[src/rtl/pc_fetch_stage.sv]
// pc_fetch_stage: instruction-fetch stage with PC register, fetch request FSM,
// one-entry hold buffer for decode back-pressure, and the IF/ID pipeline register.
//
// Ports:
//   clk, rst           - clock and synchronous active-high reset
//   pc_next_in         - PC chosen by the upstream PC mux
//   redirect           - taken jump/branch; flushes fetch and IF/ID
//   stall              - decode cannot accept; IF/ID holds
//   next_pc_normal     - pc+1 (combinational), feeds the mux normal input
//   imem_req/imem_addr - instruction fetch request and address
//   imem_ack/imem_rdata- fetch completion and instruction word
//   ifid_instr/ifid_pc/ifid_pc_plus1/ifid_valid - IF/ID register
//   bubble_cnt         - saturating count of non-BOOT cycles with ifid_valid=0
//                        (present only when IF_BUBBLE_CNT_EN is defined)
//
// Configuration macro: IF_BUBBLE_CNT_EN

module pc_fetch_stage (
    input  logic        clk,
    input  logic        rst,
    input  logic [15:0] pc_next_in,
    input  logic        redirect,
    input  logic        stall,
    output logic [15:0] next_pc_normal,
    output logic        imem_req,
    output logic [15:0] imem_addr,
    input  logic        imem_ack,
    input  logic [15:0] imem_rdata,
    output logic [15:0] ifid_instr,
    output logic [15:0] ifid_pc,
    output logic [15:0] ifid_pc_plus1,
    output logic        ifid_valid
`ifdef IF_BUBBLE_CNT_EN
    ,
    output logic [15:0] bubble_cnt
`endif
);

    localparam int unsigned XLEN = 16;

    typedef enum logic [1:0] {
        S_BOOT  = 2'd0,
        S_FETCH = 2'd1,
        S_DRAIN = 2'd2,
        S_HOLD  = 2'd3
    } state_t;

    state_t            state, state_d;
    logic [XLEN-1:0]   pc, pc_d;
    logic              req_d;
    logic [XLEN-1:0]   ifid_instr_d, ifid_pc_d, ifid_pc_plus1_d;
    logic              ifid_valid_d;
    logic [XLEN-1:0]   hold_instr, hold_pc, hold_pc_plus1;
    logic [XLEN-1:0]   hold_instr_d, hold_pc_d, hold_pc_plus1_d;
    logic [XLEN-1:0]   redir_pc, redir_pc_d;

    // pc+1 wraps naturally at 16 bits
    assign next_pc_normal = pc + XLEN'(1);
    assign imem_addr      = pc;

    // Next-state and datapath decode
    always_comb begin
        state_d         = state;
        pc_d            = pc;
        ifid_instr_d    = ifid_instr;
        ifid_pc_d       = ifid_pc;
        ifid_pc_plus1_d = ifid_pc_plus1;
        ifid_valid_d    = ifid_valid;
        hold_instr_d    = hold_instr;
        hold_pc_d       = hold_pc;
        hold_pc_plus1_d = hold_pc_plus1;
        redir_pc_d      = redir_pc;

        case (state)
            S_BOOT: begin
                ifid_valid_d = 1'b0;
                state_d      = S_FETCH;
                if (redirect) begin
                    pc_d = pc_next_in;
                end
            end

            S_FETCH: begin
                if (redirect) begin
                    ifid_valid_d = 1'b0;
                    if (imem_ack) begin
                        pc_d = pc_next_in;
                    end else begin
                        // Request already issued: let it finish, then jump
                        redir_pc_d = pc_next_in;
                        state_d    = S_DRAIN;
                    end
                end else if (imem_ack) begin
                    pc_d = pc_next_in;
                    if (stall) begin
                        hold_instr_d    = imem_rdata;
                        hold_pc_d       = pc;
                        hold_pc_plus1_d = next_pc_normal;
                        state_d         = S_HOLD;
                    end else begin
                        ifid_instr_d    = imem_rdata;
                        ifid_pc_d       = pc;
                        ifid_pc_plus1_d = next_pc_normal;
                        ifid_valid_d    = 1'b1;
                    end
                end else if (!stall) begin
                    ifid_valid_d = 1'b0;
                end
            end

            S_DRAIN: begin
                ifid_valid_d = 1'b0;
                if (redirect) begin
                    redir_pc_d = pc_next_in;
                end
                if (imem_ack) begin
                    // Returned word belongs to the flushed path and is dropped
                    pc_d    = redirect ? pc_next_in : redir_pc;
                    state_d = S_FETCH;
                end
            end

            S_HOLD: begin
                if (redirect) begin
                    ifid_valid_d = 1'b0;
                    pc_d         = pc_next_in;
                    state_d      = S_FETCH;
                end else if (!stall) begin
                    ifid_instr_d    = hold_instr;
                    ifid_pc_d       = hold_pc;
                    ifid_pc_plus1_d = hold_pc_plus1;
                    ifid_valid_d    = 1'b1;
                    state_d         = S_FETCH;
                end
            end

            default: begin
                state_d = S_BOOT;
            end
        endcase

        // Request is a registered decode of the next state
        req_d = (state_d == S_FETCH) || (state_d == S_DRAIN);
    end

    // State and datapath registers
    always_ff @(posedge clk) begin
        if (rst) begin
            state         <= S_BOOT;
            pc            <= '0;
            imem_req      <= 1'b0;
            ifid_instr    <= '0;
            ifid_pc       <= '0;
            ifid_pc_plus1 <= '0;
            ifid_valid    <= 1'b0;
            hold_instr    <= '0;
            hold_pc       <= '0;
            hold_pc_plus1 <= '0;
            redir_pc      <= '0;
        end else begin
            state         <= state_d;
            pc            <= pc_d;
            imem_req      <= req_d;
            ifid_instr    <= ifid_instr_d;
            ifid_pc       <= ifid_pc_d;
            ifid_pc_plus1 <= ifid_pc_plus1_d;
            ifid_valid    <= ifid_valid_d;
            hold_instr    <= hold_instr_d;
            hold_pc       <= hold_pc_d;
            hold_pc_plus1 <= hold_pc_plus1_d;
            redir_pc      <= redir_pc_d;
        end
    end

`ifdef IF_BUBBLE_CNT_EN
    logic [XLEN-1:0] bubble_cnt_d;

    // Saturating bubble counter; BOOT cycles are not bubbles
    always_comb begin
        bubble_cnt_d = bubble_cnt;
        if ((state != S_BOOT) && !ifid_valid && (bubble_cnt != {XLEN{1'b1}})) begin
            bubble_cnt_d = bubble_cnt + XLEN'(1);
        end
    end

    always_ff @(posedge clk) begin
        if (rst) begin
            bubble_cnt <= '0;
        end else begin
            bubble_cnt <= bubble_cnt_d;
        end
    end
`endif

endmodule

[config.mk]
export PLATFORM = sky130hd
export DESIGN_NAME = pc_fetch_stage
export DESIGN_NICKNAME = d
export VERILOG_FILES = /design/src/rtl/pc_fetch_stage.sv
export SDC_FILE = /design/constraint.sdc
export NUM_CORES = 1
export LEC_CHECK = 0
export ABC_CLOCK_PERIOD_IN_PS = 4300
export BUFFER_PORTS_ARGS = -buffer_cell sky130_fd_sc_hd__buf_2
export CAP_MARGIN = 20
export CORE_ASPECT_RATIO = 0.9
export CORE_MARGIN = 4
export CORE_UTILIZATION = 59
export CTS_BUF_LIST = sky130_fd_sc_hd__clkbuf_16
export DETAILED_ROUTE_END_ITERATION = 8
export MAX_ROUTING_LAYER = met4
export PLACE_DENSITY = 0.85
export REMOVE_ABC_BUFFERS = 1
export SLEW_MARGIN = 10
export SYNTH_ARGS = -nofsm -noshare
export SYNTH_HDL_FRONTEND = slang
export SYNTH_SLANG_ARGS = --single-unit
[constraint.sdc]
create_clock -name clk -period 4.3 [get_ports clk]
set_input_delay 0.43 -clock clk [delete_from_list [all_inputs] [get_ports clk]]
set_output_delay 0.43 -clock clk [all_outputs]
set_load 0.02 [all_outputs]
======== Word-level counts from Yosys, hierarchy flattened ========
Index checks and enable logic that the tools add are counted.
storage, ports and cells
  flip-flop bits (word level) ............. 132
  bits of input ports ..................... 37
  output and inout port bits .............. 82
  logic and storage cells ................. 78
operators by class
  $add $sub $neg .......................... 1
  equality and inequality tests ........... 15
  muxes and demuxes ....................... 40
  bitwise gates (word level) .............. 1
  reduce and logical (&&, ||, !) cells .... 10
operators with widths
  operator               count
  $mux 16                21
  $pmux 16 s2            4
  $pmux 16 s3            1
  $add 16x1->16 const B  1
  $ne 2x2->1 const B     8
  $mux 2                 7
  $pmux 2 s4             1
  $eq 2x2->1 const B     3
  $reduce_and 3->1       2
  $reduce_and 6->1       1
  $mux 1                 5
  $eq 2x1->1 const B     2
  $ne 4x4->1 const B     1
  $reduce_and 4->1       1
  $reduce_bool 2->1      2
  $reduce_or 2->1        2
  $pmux 1 s3             1
  $logic_not 2->1        1
  $ne 2x1->1 const B     1
  $logic_or 1x1->1       1
  $not 1->1              1

======== Depth between registers and ports, before layout ========
  word-level depth ........................ 6
  depth in mapped cells ................... 9
  gate-level depth less buffers ........... 7

======== Worst setup path before layout ========
Ideal clock, no wire load.
  kind .................................... reg2out
  from .................................... reg pc[1], in the netlist imem_addr[1]
  to ...................................... out next_pc_normal[12]
  arrival time ............................ 1.709 ns
  data required time ...................... 3.870 ns
  setup slack ............................. 2.161 ns
  stages on the path, launching flop included .. 6
  path buffers ............................ 0
  cell sequence ........................... dfxtp_1 -> ha_1 -> nand3_2 -> or2_4 -> or3_4 -> nand2_1
between the ends
  cells in the longest elaborated chain, start to end .. 1
RTL lines
  element                 RTL line  text
  from (decl)             49        logic [XLEN-1:0] pc, pc_d;
  from (signal assigned)  162       pc <= pc_d;
  $add 16x1->16           58        assign next_pc_normal = pc + XLEN'(1);
  to (decl)               24        output logic [15:0] next_pc_normal,
No other way between the ends.

======== Final worst setup path ========
  from .................................... reg pc[0], in the netlist imem_addr[0]
  to ...................................... out next_pc_normal[12]
The elaborated chain is that of the path after synthesis.

==> metrics.txt <==
R2R Path End imem_req$_SDFF_PP0_; synthesized cell area roughly 5700 um^2; Tcrit/Tclk final between 60% and 70%; Max Clock Freq around 360 MHz; post-DR wirelength/cell about 15 um; dpl ws around 1.7 ns; core area around 9300 um^2; CTS Buf Count 17; Std-Cell Rows 33; Avg Cell Area, Syn 8.78 um^2; Ys Warns 0; initial antenna violation count 0; top post-synthesis cells by area dfxtp_1 (46%), mux2i_1 (12%), a211oi_1 (7.0%), nor2_1 (6.3%), nand2_1 (6.1%); vias in the first global route approximately 4600; R2R Path Start state[1]$_SDFF_PP0_; largest net degree at the start of global routing 97; Yosys reg bits 132; Worst-Skew Late Latency approximately 0.40 ns; metal1 wirelength around 5600 um; Via density about 5.5; Final nets 779; relative slew slack between 30% and 40%; Top Metal Used met4; Data required, critical path roughly 3.9 ns; GR Overflow Total 0; final worst-path setup slack ~1.5 ns; Worst setup SP type register; CTS hold repair buffers 0; Critical Path End Type primary output; Port Buf Inserts about 120; diode count 0; HPWL after detailed placement just under 9000 um; PwrDens 450 nW/um^2; Placed Instances approximately 840; GP Congestion ~0.80; DRT iter0 DRCs 340; clock root buffer clkbuf_16; Post-CTS Setup Inserts 0; status finished, final reports clean; Reg clk slew, reported paths roughly 0.05 ns; Clock Skew ~0.013 ns; # setup viols final 0; largest area contributor in the netlist dfxtp_1; Period minus WS final 2.77 ns; Synth top area share approximately 46%; RSZ-0062 raised after global routing false; DIE AREA 11300 um^2; Final Slew Violations 0; Sink Count 132; Synth Instances 650; Reg2Reg Setup Slack 1.68 ns; chip height between 100 and 150 um; crit path DAT around 2.3 ns; CTS tree yes; Starting Density between 60% and 70%; Unique masters post-synth between 40 and 50; clock buffer depth 2; Global Route Usage Sum roughly 24%; drt total wl 13100 um; first-pass GRT wire length approximately 22000 um; Area growth syn-to-layout 20.0%; final antenna-violating net count 0; post-synthesis sequential area ratio a little under half; fraction of layout cells with a size suffix above 1 22.7%; number of remaining DRC errors 0; Ports between 100 and 150; final cell count without fillers between 800 and 900; Hold Path Sink redir_pc[8]$_SDFFE_PP0P_; routed length on met2 ~6400 um; Max H-tree Level 4; LEAKAGE 0.00290 uW; HP Start pc_next_in[8]; peak supply drop approximately 0.41 mV; Crit Path Class reg -> out; wire length on met3 840 um; hold crit path type in -> reg; cts repair resizes 0; CP Max Fanout 10; maxcap violations 0; DR vias roughly 4800; final-report hold violation count 0; die width 112 um; Hold Path Depth 3; worst-margin pin slew about 1.0 ns; Reg2Reg Depth 7; DRT Pass-1 Iters 4
[sequential cells by signal, indices dropped and copies added, names as in the netlist, 2 cells and up]
signal and cells:
ifid_instr 16, imem_addr 16, ifid_pc_plus1 16, hold_pc 16
state 2, redir_pc 16, ifid_pc 16, hold_instr 16
hold_pc_plus1 16
[worst max-delay path, cell delays in order, from the launching register on]
cell and delay [ns]:
dfxtp_1 0.61, ha_1 0.28, nand3_2 0.15, or2_4 0.31, or3_4 0.34, nand2_1 0.08, buf_2 0.16
[worst max-delay path by stage]
stage	cells past startpoint	start	end
after floorplan	5	state[1]$_SDFF_PP0_	ifid_pc_plus1[10]$_SDFFE_PP0P_
after global placement	7	state[1]$_SDFF_PP0_	imem_req$_SDFF_PP0_
after detailed placement	7	state[1]$_SDFF_PP0_	imem_req$_SDFF_PP0_
after CTS	6	imem_addr[0]$_SDFFE_PP0P_	next_pc_normal[12]
after global routing	6	imem_addr[0]$_SDFFE_PP0P_	next_pc_normal[12]
final	6	imem_addr[0]$_SDFFE_PP0P_	next_pc_normal[12]
[layout by cell type, fill, tap and decap left out, drive strengths merged, types with 4 or more instances in the layout]
| master | count |
|---|---|
| dfxtp | 132 |
| buf | 122 |
| nor2 | 96 |
| nand2 | 92 |
| mux2i | 66 |
| a211oi | 55 |
| a21oi | 48 |
| clkbuf | 17 |
| inv | 15 |
| o21ai | 14 |
| xor2 | 9 |
| nor3 | 9 |
| a311oi | 6 |
| nand3 | 6 |
| ha | 6 |
| clkinv | 6 |
| nor2b | 5 |
| nand2b | 5 |
| o211ai | 4 |
| nor4 | 4 |
| or3 | 4 |
[report_power, final]
group / switching, uW / internal (uW) / total (uW)
Combinational: 211 / 116 / 327
Sequential: 60.7 / 1270 / 1330
Clock: 515 / 905 / 1420
[per-stage QoR]
step / hold slack, ns / TNS [ns] / cell area (um^2) / util (%) / total power (uW)
after floorplan: 0.430 / -35.28 / 5470 / - / 1550
after global placement: 0.438 / 0 / 6250 / 67.3 / 1670
after detailed placement: 0.445 / 0 / 6250 / 67.3 / 1680
after CTS: 0.266 / 0 / 6850 / 73.7 / 3110
after global routing: 0.272 / 0 / 6850 / 73.7 / 3210
final: 0.276 / 0 / 6850 / 73.7 / 3080
[synthesized netlist by cell type (all sizes together)]
cell and instances:
nand2b 5, dfxtp 132, or3 4, and3b 2
a2111oi 1, mux2i 66, o21bai 1, nor2 96
a21oi 48, a311oi 6, ha 6, o22a 1
nand3b 3, and2 2, nand3 6, buf 25
xor2 9, nor2b 5, o22ai 1, xnor2 3
nor3 9, or2 2, a211oi 55, nor4 4
o21ai 14, inv 12, a31oi 1, clkbuf 30
nand4 3, o31ai 1, o211ai 4, nand2 92
o21a 1
[cell type report]
cell class	count	area (um^2)
inverter	12	45.0
tap	122	153
timing repair buffer	122	623
sequential	132	2640
clock buffer	17	425
clock inverter	15	165
multi-input combinational	451	2790
fill	706	2440
[kinds of logic (layout without fill, tap and decap cells)]
logic type,after synthesis,count (layout),share of synthesized area (%)
and+or+nand+nor,233,233,18.6
AOI/OAI and AO/OA,134,134,15.4
DFF,132,132,46.3
buffers and inverters,67,166,4.98
muxes,66,66,11.6
xor gates and xnor gates,12,12,1.84
adders and majority gates,6,6,1.32
[per-layer routing]
| layer | vias up | global-route usage, % |
|---|---|---|
| met5 | - | - |
| met4 | 0 | 7.76 |
| met3 | 19 | 5.62 |
| met2 | 157 | 39.6 |
| met1 | 2208 | 29.8 |
| li1 | 2428 | - |
No activity file was read; power rests on OpenSTA's default activity.
